**src/rtl/mul_share_arbiter.sv**
```systemverilog
// mul_share_arbiter
//   Shares one multiplier between two requesters. Requests are granted
//   round-robin. The accepted operands are held on mul_M/mul_Q, a one-cycle
//   start pulse is sent, and the block waits for done under a watchdog.
//   The selected half of the product is returned over a tagged
//   valid/ready response channel.
//
// Ports
//   clk, rst_n                 clock, synchronous active-low reset
//   req_valid/req_ready [1:0]  per-requester request handshake
//   req_a0/req_b0, req_a1/b1   operands (M, Q) from requester 0 / 1
//   req_hi [1:0]               per requester: 1 = upper product half
//   mul_start, mul_M, mul_Q    multiplier launch pulse and operands
//   mul_result, mul_done       multiplier product and completion flag
//   resp_valid/resp_ready      response handshake
//   resp_id, resp_data         requester tag and selected product half
//   resp_err                   watchdog expired, resp_data forced to 0
module mul_share_arbiter #(
    parameter int N       = 16,
    parameter int TIMEOUT = 2*N+8
) (
    input  logic           clk,
    input  logic           rst_n,
    input  logic [1:0]     req_valid,
    output logic [1:0]     req_ready,
    input  logic [N-1:0]   req_a0,
    input  logic [N-1:0]   req_b0,
    input  logic [N-1:0]   req_a1,
    input  logic [N-1:0]   req_b1,
    input  logic [1:0]     req_hi,
    output logic           mul_start,
    output logic [N-1:0]   mul_M,
    output logic [N-1:0]   mul_Q,
    input  logic [2*N-1:0] mul_result,
    input  logic           mul_done,
    output logic           resp_valid,
    input  logic           resp_ready,
    output logic           resp_id,
    output logic [N-1:0]   resp_data,
    output logic           resp_err
);

    localparam int WW = $clog2(TIMEOUT) + 1;
    localparam logic [WW-1:0] WDOG_LAST = WW'(TIMEOUT - 1);

    localparam logic [1:0] S_IDLE   = 2'd0;
    localparam logic [1:0] S_LAUNCH = 2'd1;
    localparam logic [1:0] S_BUSY   = 2'd2;
    localparam logic [1:0] S_RESP   = 2'd3;

    logic [1:0]    state;
    logic          rr_ptr;
    logic          hi_q;
    logic          armed;
    logic [WW-1:0] wdog;
    logic          any_valid;
    logic          grant;

    // Favoured requester wins if it is asking, otherwise the other one.
    always_comb begin
        any_valid = |req_valid;
        grant     = req_valid[rr_ptr] ? rr_ptr : ~rr_ptr;
        req_ready = 2'b00;
        if (state == S_IDLE && any_valid)
            req_ready[grant] = 1'b1;
    end

    assign mul_start  = (state == S_LAUNCH);
    assign resp_valid = (state == S_RESP);

    always_ff @(posedge clk) begin
        if (!rst_n) begin
            state     <= S_IDLE;
            rr_ptr    <= 1'b0;
            hi_q      <= 1'b0;
            armed     <= 1'b0;
            wdog      <= '0;
            mul_M     <= '0;
            mul_Q     <= '0;
            resp_id   <= 1'b0;
            resp_data <= '0;
            resp_err  <= 1'b0;
        end else begin
            case (state)
                S_IDLE: begin
                    if (any_valid) begin
                        mul_M   <= grant ? req_a1 : req_a0;
                        mul_Q   <= grant ? req_b1 : req_b0;
                        hi_q    <= req_hi[grant];
                        resp_id <= grant;
                        rr_ptr  <= ~grant;
                        state   <= S_LAUNCH;
                    end
                end
                S_LAUNCH: begin
                    wdog  <= '0;
                    armed <= 1'b0;
                    state <= S_BUSY;
                end
                S_BUSY: begin
                    // A done still high from the previous operation must be
                    // seen low once before it can count as completion.
                    if (!mul_done)
                        armed <= 1'b1;
                    if (armed && mul_done) begin
                        resp_data <= hi_q ? mul_result[2*N-1:N] : mul_result[N-1:0];
                        resp_err  <= 1'b0;
                        state     <= S_RESP;
                    end else if (wdog == WDOG_LAST) begin
                        resp_data <= '0;
                        resp_err  <= 1'b1;
                        state     <= S_RESP;
                    end else begin
                        wdog <= wdog + 1'b1;
                    end
                end
                S_RESP: begin
                    if (resp_ready)
                        state <= S_IDLE;
                end
                default: state <= S_IDLE;
            endcase
        end
    end

endmodule
```
**config.mk**
```make
export PLATFORM = sky130hd
export DESIGN_NAME = mul_share_arbiter
export DESIGN_NICKNAME = d
export VERILOG_FILES = /design/src/rtl/mul_share_arbiter.sv
export SDC_FILE = /design/constraint.sdc
export NUM_CORES = 1
export LEC_CHECK = 0
export ABC_CLOCK_PERIOD_IN_PS = 2820
export CAP_MARGIN = 5
export CORE_UTILIZATION = 43
export DETAILED_ROUTE_END_ITERATION = 16
export PLACE_DENSITY_LB_ADDON = 0.12
export SETUP_SLACK_MARGIN = 0.2
export SYNTH_ARGS = -nofsm -noshare
export SYNTH_HDL_FRONTEND = slang
export SYNTH_SLANG_ARGS = --single-unit
```
**constraint.sdc**
```tcl
create_clock -name clk -period 2.82 [get_ports clk]
set_clock_uncertainty 0.15 [all_clocks]
set_input_delay 0.564 -clock clk [delete_from_list [all_inputs] [get_ports clk]]
set_output_delay 0.564 -clock clk [all_outputs]
set_load 0.005 [all_outputs]
```
Yosys cells after proc, flatten, opt, wreduce, memory -nomap -nowiden
Index checks and enable logic that the tools add are counted.
{"block": "op_classes", "n_lt_le_gt_ge": 3, "eq_ne": 10, "bitwise_logic": 2, "mux": 25, "addsub": 1, "n_reduce_logical": 12}
{"op": "two-way mux 16 bit", "n": 5}
{"op": "two-way mux 7 bit", "n": 2}
{"op": "case mux 7 bit (2 select lines)", "n": 1}
{"op": "two-way mux 2 bit", "n": 5}
{"op": "two-way mux 1 bit", "n": 9}
{"op": "!= test 2 bit, second input constant", "n": 4}
{"op": "case mux 2 bit (4 select lines)", "n": 1}
{"op": "adder 7 x 1 -> 7 bit, second input constant", "n": 1}
{"op": "equality test 7 x 6 -> 1 bit, second input constant", "n": 1}
{"op": "AND reduction 2 bit", "n": 3}
{"op": "AND reduction 3 bit", "n": 2}
{"op": "equality test 2 bit, second input constant", "n": 2}
{"op": "< comparator 1 x 2 -> 1 bit, second input constant", "n": 2}
{"op": "nonzero test 2 bit", "n": 2}
{"op": "logical AND 1 bit", "n": 3}
{"op": "!= test 3 bit, second input constant", "n": 1}
{"op": "equality test 2 x 1 -> 1 bit, second input constant", "n": 1}
{"op": "zero test 2 bit", "n": 1}
{"op": "!= test 2 x 1 -> 1 bit, second input constant", "n": 1}
{"op": "inverter 1 bit", "n": 2}
{"op": "case mux 1 bit (2 select lines)", "n": 1}
{"op": "OR reduction 2 bit", "n": 1}
{"op": "demux 1 bit (select 1 bit)", "n": 1}
{"op": ">= comparator 1 bit, second input constant", "n": 1}
{"block": "totals", "register_bits": 62}

Logic depth before layout (Yosys ltp)
Gate-level depths: netlist of run 1.
{"block": "logic_depth", "word_depth": 8, "mapped_depth": 7, "mapped_depth_nobuf": 6}

Worst setup path after synthesis of run 1
Ideal clock, no wire load.
{"block": "synth_path", "kind": "flip-flop to output port", "from": "register state[0]", "to": "output req_ready[0]", "n_path_buf": 3, "t_required_ns": 2.106, "t_arrival_ns": 1.364, "path_stages_with_launch": 8, "path_slack_ns": 0.742, "cell_sequence": "dfxtp_1 inv_1 ha_1 nor2b_1 buf_2 buf_2 buf_2 and2_1"}
{"block": "synth_between", "elab_chain_cells": 3}
{"element": "start, declared", "line_no": "51", "source": "logic [1:0] state;"}
{"element": "start signal, assigned", "line_no": "73", "source": "state <= S_IDLE;"}
{"element": "start signal, assigned", "line_no": "92", "source": "state <= S_LAUNCH;"}
{"element": "start signal, assigned", "line_no": "98", "source": "state <= S_BUSY;"}
{"element": "zero test 2 bit", "line_no": "64", "source": "if (state == S_IDLE && any_valid)"}
{"element": "logical AND 1 bit", "line_no": "64"}
{"element": "two-way mux 2 bit", "line_no": "64"}
{"element": "end, declared", "line_no": "25", "source": "output logic [1:0] req_ready,"}
Every way passes these cells.

Worst setup path after layout of run 1
{"block": "layout_path", "from": "register state[0]", "to": "output req_ready[1]"}
The elaborated chain is that of the path after synthesis.

==> flow_metrics.tcl, run 1 <==
set metrics [dict create \
    status "finished, final reports clean" \
    synthTopCellsByCount "62 x dfxtp_1, 51 x mux2i_1, 40 x nor2_1" \
    final-hold-violation-count 0 \
    crit_type "reg2out" \
    wl_per_cell_um 15.00 \
    syn_avg_cell_area_um2 10.23 \
    grt_setup_unrepaired "no" \
    rows 30 \
    worst-slew-pin-transition_ns 0.9393 \
    hold_depth 1 \
    start_util_pct 44.35 \
    ys_seq_area_share_pct 41.42 \
    hold_path_class "reg2reg" \
    cp.arrival_ns 1.78 \
    startpoint "state[0]" \
    fill_cells 546 \
    postRouteAntennaNets 0 \
    multi_input_area_um2 1592 \
    regToRegStartpoint "state[0]" \
    synth_edf_count 0 \
    syn_nets 402 \
    firstDrtPassIters 5 \
    synthCells 293 \
    synth_top_area_cell "dfxtp_1" \
    fin_nets 554 \
    synthFlopType "dfxtp_1" \
    die-height_um 85.48 \
    syn-cell-area_um2 2997 \
    drv_slew 0 \
    synth_top_area_share_pct 41.42 \
    grt_max_degree 68 \
    drt-initial-drc-count 71 \
    place_hpwl_um 5868 \
    area_delta_synth_final_pct 59.16 \
    die_w_um 85.48 \
    timing.critical_path.to "req_ready[1]" \
    grt-ovfl-total 0 \
    fin_crit_sh_pct 88.37 \
    place_congestion 0.8252 \
    r2r_slack_ns 0.78 \
    coreArea_um2 6756 \
    yosysMostFrequentCell "dfxtp_1" \
    grt_pass1_vias 2625 \
    start_kind "flop" \
    cts_num_sinks 62 \
    p_per_area_nw_per_um2 705.1 \
    clkLatencyLatePin_ns 0.32 \
    fin_util_pct 70.59 \
    cts_tree "yes" \
    final.setup.tns_ns 0 \
    clk_root_buffer_cell "clkbuf_8" \
    yosysWarningCount 0 \
    cp_max_fo 4 \
    drv_cap 0 \
    n_antenna_cell 0 \
    drt_wl_total_um 7920 \
    port_buffers 157 \
    cts_buffer_depth 2 \
    grt_util_all_layers_pct 22.10 \
    seq_area_um2 1241 \
    crit_required_ns 2.11 \
    antenna_found_initial 0 \
    via_per_inst 5.265 \
    post-route-min-period_ns 2.492 \
    ys_types 37 \
    power_leakage_nw 1.849 \
    clk_pin_slew_ns 0.06 \
    cts_buffers 9 \
    htreeDepth 3 \
    drive_gt1_share_pct 9.598 \
    num_vias 2780 \
    ys_seq_elements 62 \
    setup_viol 0 \
    r2r_end "wdog[3]" \
    irDropWorstVdd_uv 767.2 \
    dieArea_um2 7307 \
    grt_pass1_wl_um 12680 \
    worstSetupEndpointType "output pin" \
    reg2reg_depth 6 \
    max_slew_margin_pct 37.29 \
    route.detailed.drc 0 \
    synth-async-reset-ratio_pct 0 \
    ios 158 \
    synth_area_leaders "dfxtp_1 41%, mux2i_1 17%, a211oi_1 8.5%, nor2_1 5.0%, o2bb2ai_2 5.0%" \
    max_freq_mhz 401.3 \
]
[registers in the layout, indices dropped and copies added (netlist names)]
signal     cells
rr_ptr         1
resp_err       1
mul_Q         16
resp_data     16
mul_M         16
armed          1
state          2
hi_q           1
wdog           7
resp_id        1
[where the power goes]
part	switching (W)	total, W	internal, W
clock network	0.000311	0.000692	0.000380
logic	0.000664	0.00146	0.000794
registers	0.000141	0.00121	0.00107
[layout by cell type (no fill, tap or decap), types with 3 or more instances in the layout]
cell             synthesis  routed
a211oi_1                34      34
a21oi_1                  5       5
a31oi_1                  6       6
and3_1                   3       3
buf_4                    0       6
clkbuf_8                 0      12
clkdlybuf4s50_1          0     154
dfxtp_1                 62      62
ha_1                     5       5
inv_1                    7       7
mux2i_1                 51      50
nand2_1                  6       6
nand4_1                  3       3
nor2_1                  40      38
o21ai_0                  6       6
o2bb2ai_1                6       6
o2bb2ai_2               10      10
[how the worst min path moves through the flow]
stage,start,to
floorplan,resp_data[0],resp_data[0]
global placement,resp_data[5],resp_data[5]
detailed placement,resp_data[1],resp_data[1]
CTS,resp_data[1],resp_data[1]
global route,resp_data[1],resp_data[1]
finish,resp_data[1],resp_data[1]
[what timing repair did]
item                       4_1_cts  5_1_grt
pin swaps                        1        0
setup endpoints to repair        2        1
hold buffers                     0        0
buffers inserted                 1        0
hold endpoints to repair         0        0
resized for setup                3        2
gates cloned                     0        0
[through the flow]
stage	setup slack, ns	total power, W	cell area (um^2)	hold slack [ns]	cells
5_1_grt	0.2186	0.003605	4770	0.3327	528
3_5_place_dp	0.1212	0.002690	4583	0.3004	513
2_1_floorplan	0.7419	0.002059	2997	0.3058	293
6_report	0.3279	0.003363	4770	0.3146	528
3_3_place_gp	0.1254	0.002653	4583	0.2950	513
4_1_cts	0.2270	0.003398	4765	0.3157	528
[cell families (layout without fill, tap and decap cells)]
family	Yosys count	count (layout)	synth area share, %
buffers and inverters	30	185	6.305
AOI/OAI and AO/OA	79	79	22.63
and+or+nand+nor	66	66	10.52
muxes	51	51	17.04
adders and majority gates	5	5	2.088
DFF	62	62	41.42
[worst max-delay path, cell delays in order, from the launching register on]
cell,delay [ns]
dfxtp_1,0.35
inv_1,0.09
ha_1,0.24
o21ai_0,0.15
nor2_2,0.12
clkdlybuf4s50_1,0.52
[cell type report]
cell class | count | area share (%)
Timing Repair Buffer | 164 | 34.31
Sequential cell | 62 | 26.02
Clock inverter | 1 | 0.1049
Inverter | 7 | 0.5509
Tap cell | 80 | 2.099
Multi-Input combinational cell | 201 | 33.37
Clock buffer | 13 | 3.541
[per-layer routing]
layer,global-route usage [%],wire length [um],vias up
met2,38.84,4006,93
li1,-,-,1384
met1,26.00,3402,1295
met3,5.642,403,8
met5,0,0,-
met4,7.879,107,0
No activity file was read; power rests on OpenSTA's default activity.
==> inputs of run 2 (changes only) <==
- CTS_CLUSTER_SIZE: unset -> 20
- GPL_TIMING_DRIVEN: unset -> 0
==> flow_metrics.tcl, run 2 (synthesized netlist as in run 1, its figures left out) <==
set metrics [dict create \
    status "finished, final reports clean" \
    final_area_um2 4918 \
    final.setup.tns_ns 0 \
    crit_type "in2out" \
    hold_depth 1 \
    cts_tree "yes" \
    drt-initial-drc-count 62 \
    layout_commonest_cell "clkdlybuf4s50_1" \
    r2r_end "resp_data[13]" \
    max_slew_margin_pct 63.25 \
    htreeDepth 3 \
    num_vias 2882 \
    fin_nets 576 \
    grt_pass1_wl_um 13230 \
    n_antenna_cell 0 \
    dpl_cell_area_um2 4668 \
    postRouteAntennaNets 0 \
    irDropWorstVdd_uv 467.2 \
    route.detailed.drc 0 \
    slowest_delay_ns 0.52 \
    grt_setup_unrepaired "no" \
    cp_top_family "buffers and inverters" \
    rows 30 \
    cts_num_sinks 62 \
    max_freq_mhz 388.6 \
    final_cells 550 \
    whs_endpoint "resp_data[1]" \
    die_w_um 85.48 \
    hold_path_class "reg2reg" \
    dieArea_um2 7307 \
    cp.buffers_inverters 5 \
    ios 158 \
    clk_root_buffer_cell "clkbuf_8" \
    drv_slew 0 \
    cp.arrival_ns 1.86 \
    r2r_slack_ns 0.88 \
    final_cell_mix "154 x clkdlybuf4s50_1, 60 x dfxtp_1, 51 x mux2i_1" \
    cts_buffer_depth 2 \
    fin_crit_sh_pct 91.26 \
    start_kind "input port" \
    post-route-min-period_ns 2.574 \
    reg2reg_depth 6 \
    cp_max_fo 10 \
    grt_util_all_layers_pct 23.49 \
    drv_cap 0 \
    grt-ovfl-total 0 \
    fin_util_pct 72.80 \
    place_inst 530 \
    setup_viol 0 \
    grt_max_degree 11 \
    area_delta_synth_final_pct 64.13 \
    grt_pass1_vias 2810 \
    whs_ns 0.3145 \
    port_buffers 157 \
    cp_slowest_cell "clkdlybuf4s50_1" \
    final-hold-violation-count 0 \
    firstDrtPassIters 4 \
    min_from "resp_data[1]" \
    postCtsHoldBufs 0 \
    drive_gt1_share_pct 12.77 \
    place_hpwl_um 6377 \
    crit_path_cell_trace "dlygate4sd2_1 -> inv_1 -> mux2i_1 -> buf_6 -> buf_12 -> nor2_2 -> clkdlybuf4s50_1" \
    die-height_um 85.48 \
    coreArea_um2 6756 \
    reg_top3 "mul_M (16), mul_Q (16), resp_data (16)" \
    worst-slew-pin-transition_ns 0.5512 \
    cts_buffers 9 \
    clkLatencyLatePin_ns 0.34 \
    place_congestion 0.7485 \
    start_util_pct 44.35 \
    p_per_area_nw_per_um2 728.9 \
    regToRegStartpoint "wdog[1]" \
    drt_wl_total_um 8420 \
    via_per_inst 5.240 \
    antenna_found_initial 0 \
    clk_pin_slew_ns 0.07 \
    wl_per_cell_um 15.31 \
    worstSetupEndpointType "output pin" \
    crit_required_ns 2.11 \
    power_leakage_nw 1.924 \
]
==> run 2: changes by cell type in the layout (fill, tap and decap cells not counted), moves of 2 or more <==
cell,before,now
inv_1,7,5
buf_12,1,3
clkbuf_1,1,9
buf_2,0,7
dfxtp_2,0,2
inv_2,0,2
dfxtp_1,62,60
buf_6,0,4
==> run 2: how the worst max path moves through the flow <==
stage          slack, ns  cells past startpoint      endpoint         start
4_1_cts             0.26                      7  req_ready[1]  req_valid[0]
3_3_place_gp       -0.42                      8  req_ready[0]  req_valid[1]
5_1_grt             0.20                      7  req_ready[1]  req_valid[0]
3_5_place_dp       -0.41                      8  req_ready[0]  req_valid[1]
2_1_floorplan       0.74                      7  req_ready[0]      state[0]
6_report            0.25                      7  req_ready[1]  req_valid[0]
==> run 2: area by class of cell <==
cell class              count  area [um^2]
inverters                   7        26.28
clock buffers              13        168.9
plain buffers              23        177.7
fillers                   521         1838
flip-flops and latches     62         1244
multi-input cells         201         1584
clock inverters             1        5.005
repair buffers            163         1613
well taps                  80        100.1
==> run 2: per-layer routing <==
| metal | vias up | share of wire (%) | track usage (%) |
|---|---|---|---|
| li1 | 1428 | - | - |
| met1 | 1334 | 42 | 26.58 |
| met2 | 101 | 50 | 41.60 |
| met3 | 19 | 6.1 | 7.393 |
| met4 | 0 | 2.0 | 8.182 |
| met5 | - | 0 | 0 |
==> run 2: stage by stage <==
stage	worst slack, ns	power [W]
after floorplan	0.7419	0.002059
after global placement	-0.4221	0.002737
after detailed placement	-0.4092	0.002778
after CTS	0.2567	0.003603
after global routing	0.2025	0.003811
final	0.2464	0.003585
==> run 2: what timing repair did <==
| action | in CTS | in global routing |
|---|---|---|
| setup buffers | 6 | 0 |
| resized for setup | 16 | 0 |
| setup endpoints to repair | 2 | 0 |
==> run 2: power breakdown <==
group | internal [W] | switching, W
Combinational | 0.000926 | 0.000780
Sequential | 0.00108 | 0.0000957
Clock | 0.000380 | 0.000328
Total | 0.00238 | 0.00120
==> inputs of run 3 (changes only) <==
- CAP_MARGIN: 5 -> unset
- CORE_MARGIN: unset -> 5
==> flow_metrics.tcl, run 3 (synthesized netlist as in run 1, its figures left out) <==
set metrics [dict create \
    status "finished, final reports clean" \
    met1_length_um 3577 \
    max_freq_mhz 403.1 \
    grt_setup_unrepaired "no" \
    cts_buffer_depth 2 \
    place_congestion 0.8077 \
    clk_root_buffer_cell "clkbuf_8" \
    worstSetupEndpointType "output pin" \
    place_hpwl_um 7106 \
    wl_per_cell_um 16.07 \
    cts_num_sinks 62 \
    drive_gt1_share_pct 13.14 \
    drt_wl_total_um 9130 \
    grt_pass1_vias 2862 \
    dpl_cell_area_um2 4688 \
    grt_pass1_wl_um 14010 \
    post-route-min-period_ns 2.481 \
    route.detailed.drc 0 \
    port_buffers 157 \
    post-place-ws_ns -0.4381 \
    hold_path_class "reg2reg" \
    final_cell_mix "153 x clkdlybuf4s50_1, 60 x dfxtp_1, 51 x mux2i_1" \
    clk_pin_slew_ns 0.07 \
    wl_met2_um 4621 \
    cts_buffers 9 \
    die-height_um 93.48 \
    irDropWorstVdd_uv 495.9 \
    power_leakage_nw 1.955 \
    start_util_pct 44.11 \
    postRouteAntennaNets 0 \
    via_per_inst 5.081 \
    drt-initial-drc-count 94 \
    grt-ovfl-total 0 \
    start_kind "input port" \
    grt_max_degree 11 \
    cp_max_fo 10 \
    antenna_found_initial 0 \
    cp.arrival_ns 1.77 \
    multi_input_area_um2 1584 \
    firstDrtPassIters 5 \
    drv_cap 0 \
    dieArea_um2 8739 \
    finalPower_w 0.003666 \
    grt_util_all_layers_pct 20.62 \
    rows 30 \
    wl_met3_um 683 \
    final-hold-violation-count 0 \
    ios 158 \
    p_sw_share_pct 32.96 \
    area_delta_synth_final_pct 65.89 \
    worst_slack_ns 0.3392 \
    drv_slew 0 \
    n_antenna_cell 0 \
    power_frac_clock_pct 21.3 \
    layout_commonest_cell "clkdlybuf4s50_1" \
    reg_top3 "mul_M (16), mul_Q (16), resp_data (16)" \
    pwr-share-seq_pct 32.0 \
    cts_tree "yes" \
    fin_nets 576 \
    postCtsHoldBufs 0 \
    clkLatencyLatePin_ns 0.34 \
    p_per_area_nw_per_um2 737.4 \
    crit_type "in2out" \
    htreeDepth 3 \
    worst-slew-pin-transition_ns 0.6096 \
    fin_util_pct 73.17 \
    p_sw_w 0.001208 \
    num_vias 2886 \
    setup_viol 0 \
    max_slew_margin_pct 59.36 \
    crit_required_ns 2.11 \
    coreArea_um2 6794 \
    fill_cells 543 \
    seq_area_um2 1244 \
    routed.top_layer "met4" \
    fin_crit_sh_pct 87.97 \
    die_w_um 93.48 \
    p_comb_share_pct 46.7 \
    final.setup.tns_ns 0 \
    p_int_w 0.002458 \
    final_area_um2 4971 \
]
run 3: final cells by class:
| cell class | instances | share of cell area (%) |
|---|---|---|
| buffer | 23 | 3.650 |
| inverter | 7 | 0.5286 |
| tap | 96 | 2.416 |
| sequential | 62 | 25.02 |
| timing repair buffer | 163 | 32.49 |
| clock buffer | 12 | 3.121 |
| multi-input combinational | 201 | 31.87 |
| clock inverter | 4 | 0.9061 |
run 3: power groups by stage:
stage          clock network [W]  registers (W)  logic (W)
6_report                0.000781        0.00117    0.00171
5_1_grt                 0.000839        0.00120    0.00186
4_1_cts                 0.000796        0.00117    0.00173
3_5_place_dp                   0        0.00119    0.00160
3_3_place_gp                   0        0.00118    0.00156
2_1_floorplan                  0        0.00120   0.000857
run 3: through the flow:
stage / hold slack (ns) / cells
after global routing: 0.3339 / 568
after global placement: 0.2953 / 546
after floorplan: 0.3058 / 293
final: 0.3130 / 568
after detailed placement: 0.2991 / 546
after CTS: 0.3149 / 568
run 3: path summary, 6_finish.rpt:
check                from           end  slack, ns  cells past startpoint
min reg2reg  resp_data[0]  resp_data[0]       0.31                      1
max          req_valid[0]  req_ready[0]       0.34                      8
min          resp_data[0]  resp_data[0]       0.31                      1
max reg2reg       wdog[0]  resp_data[6]       0.89                      6
run 3: per-layer routing:
layer | track usage [%] | vias up
met4 | 7.326 | 0
li1 | - | 1422
met3 | 7.160 | 20
met1 | 22.42 | 1341
met5 | 0 | -
met2 | 36.81 | 103
run 3: what timing repair did:
action	in CTS	in global routing
setup endpoints to repair	2	1
pin swaps	1	0
setup buffers	6	0
cloned	0	0
gates resized for setup	17	1
run 3: critical path: stages:
cell,delay (ns)
dlygate4sd2_1,0.26
nor2_2,0.13
nor2b_1,0.06
buf_4,0.14
buf_8,0.13
buf_6,0.11
and2_1,0.12
dlygate4sd2_1,0.25
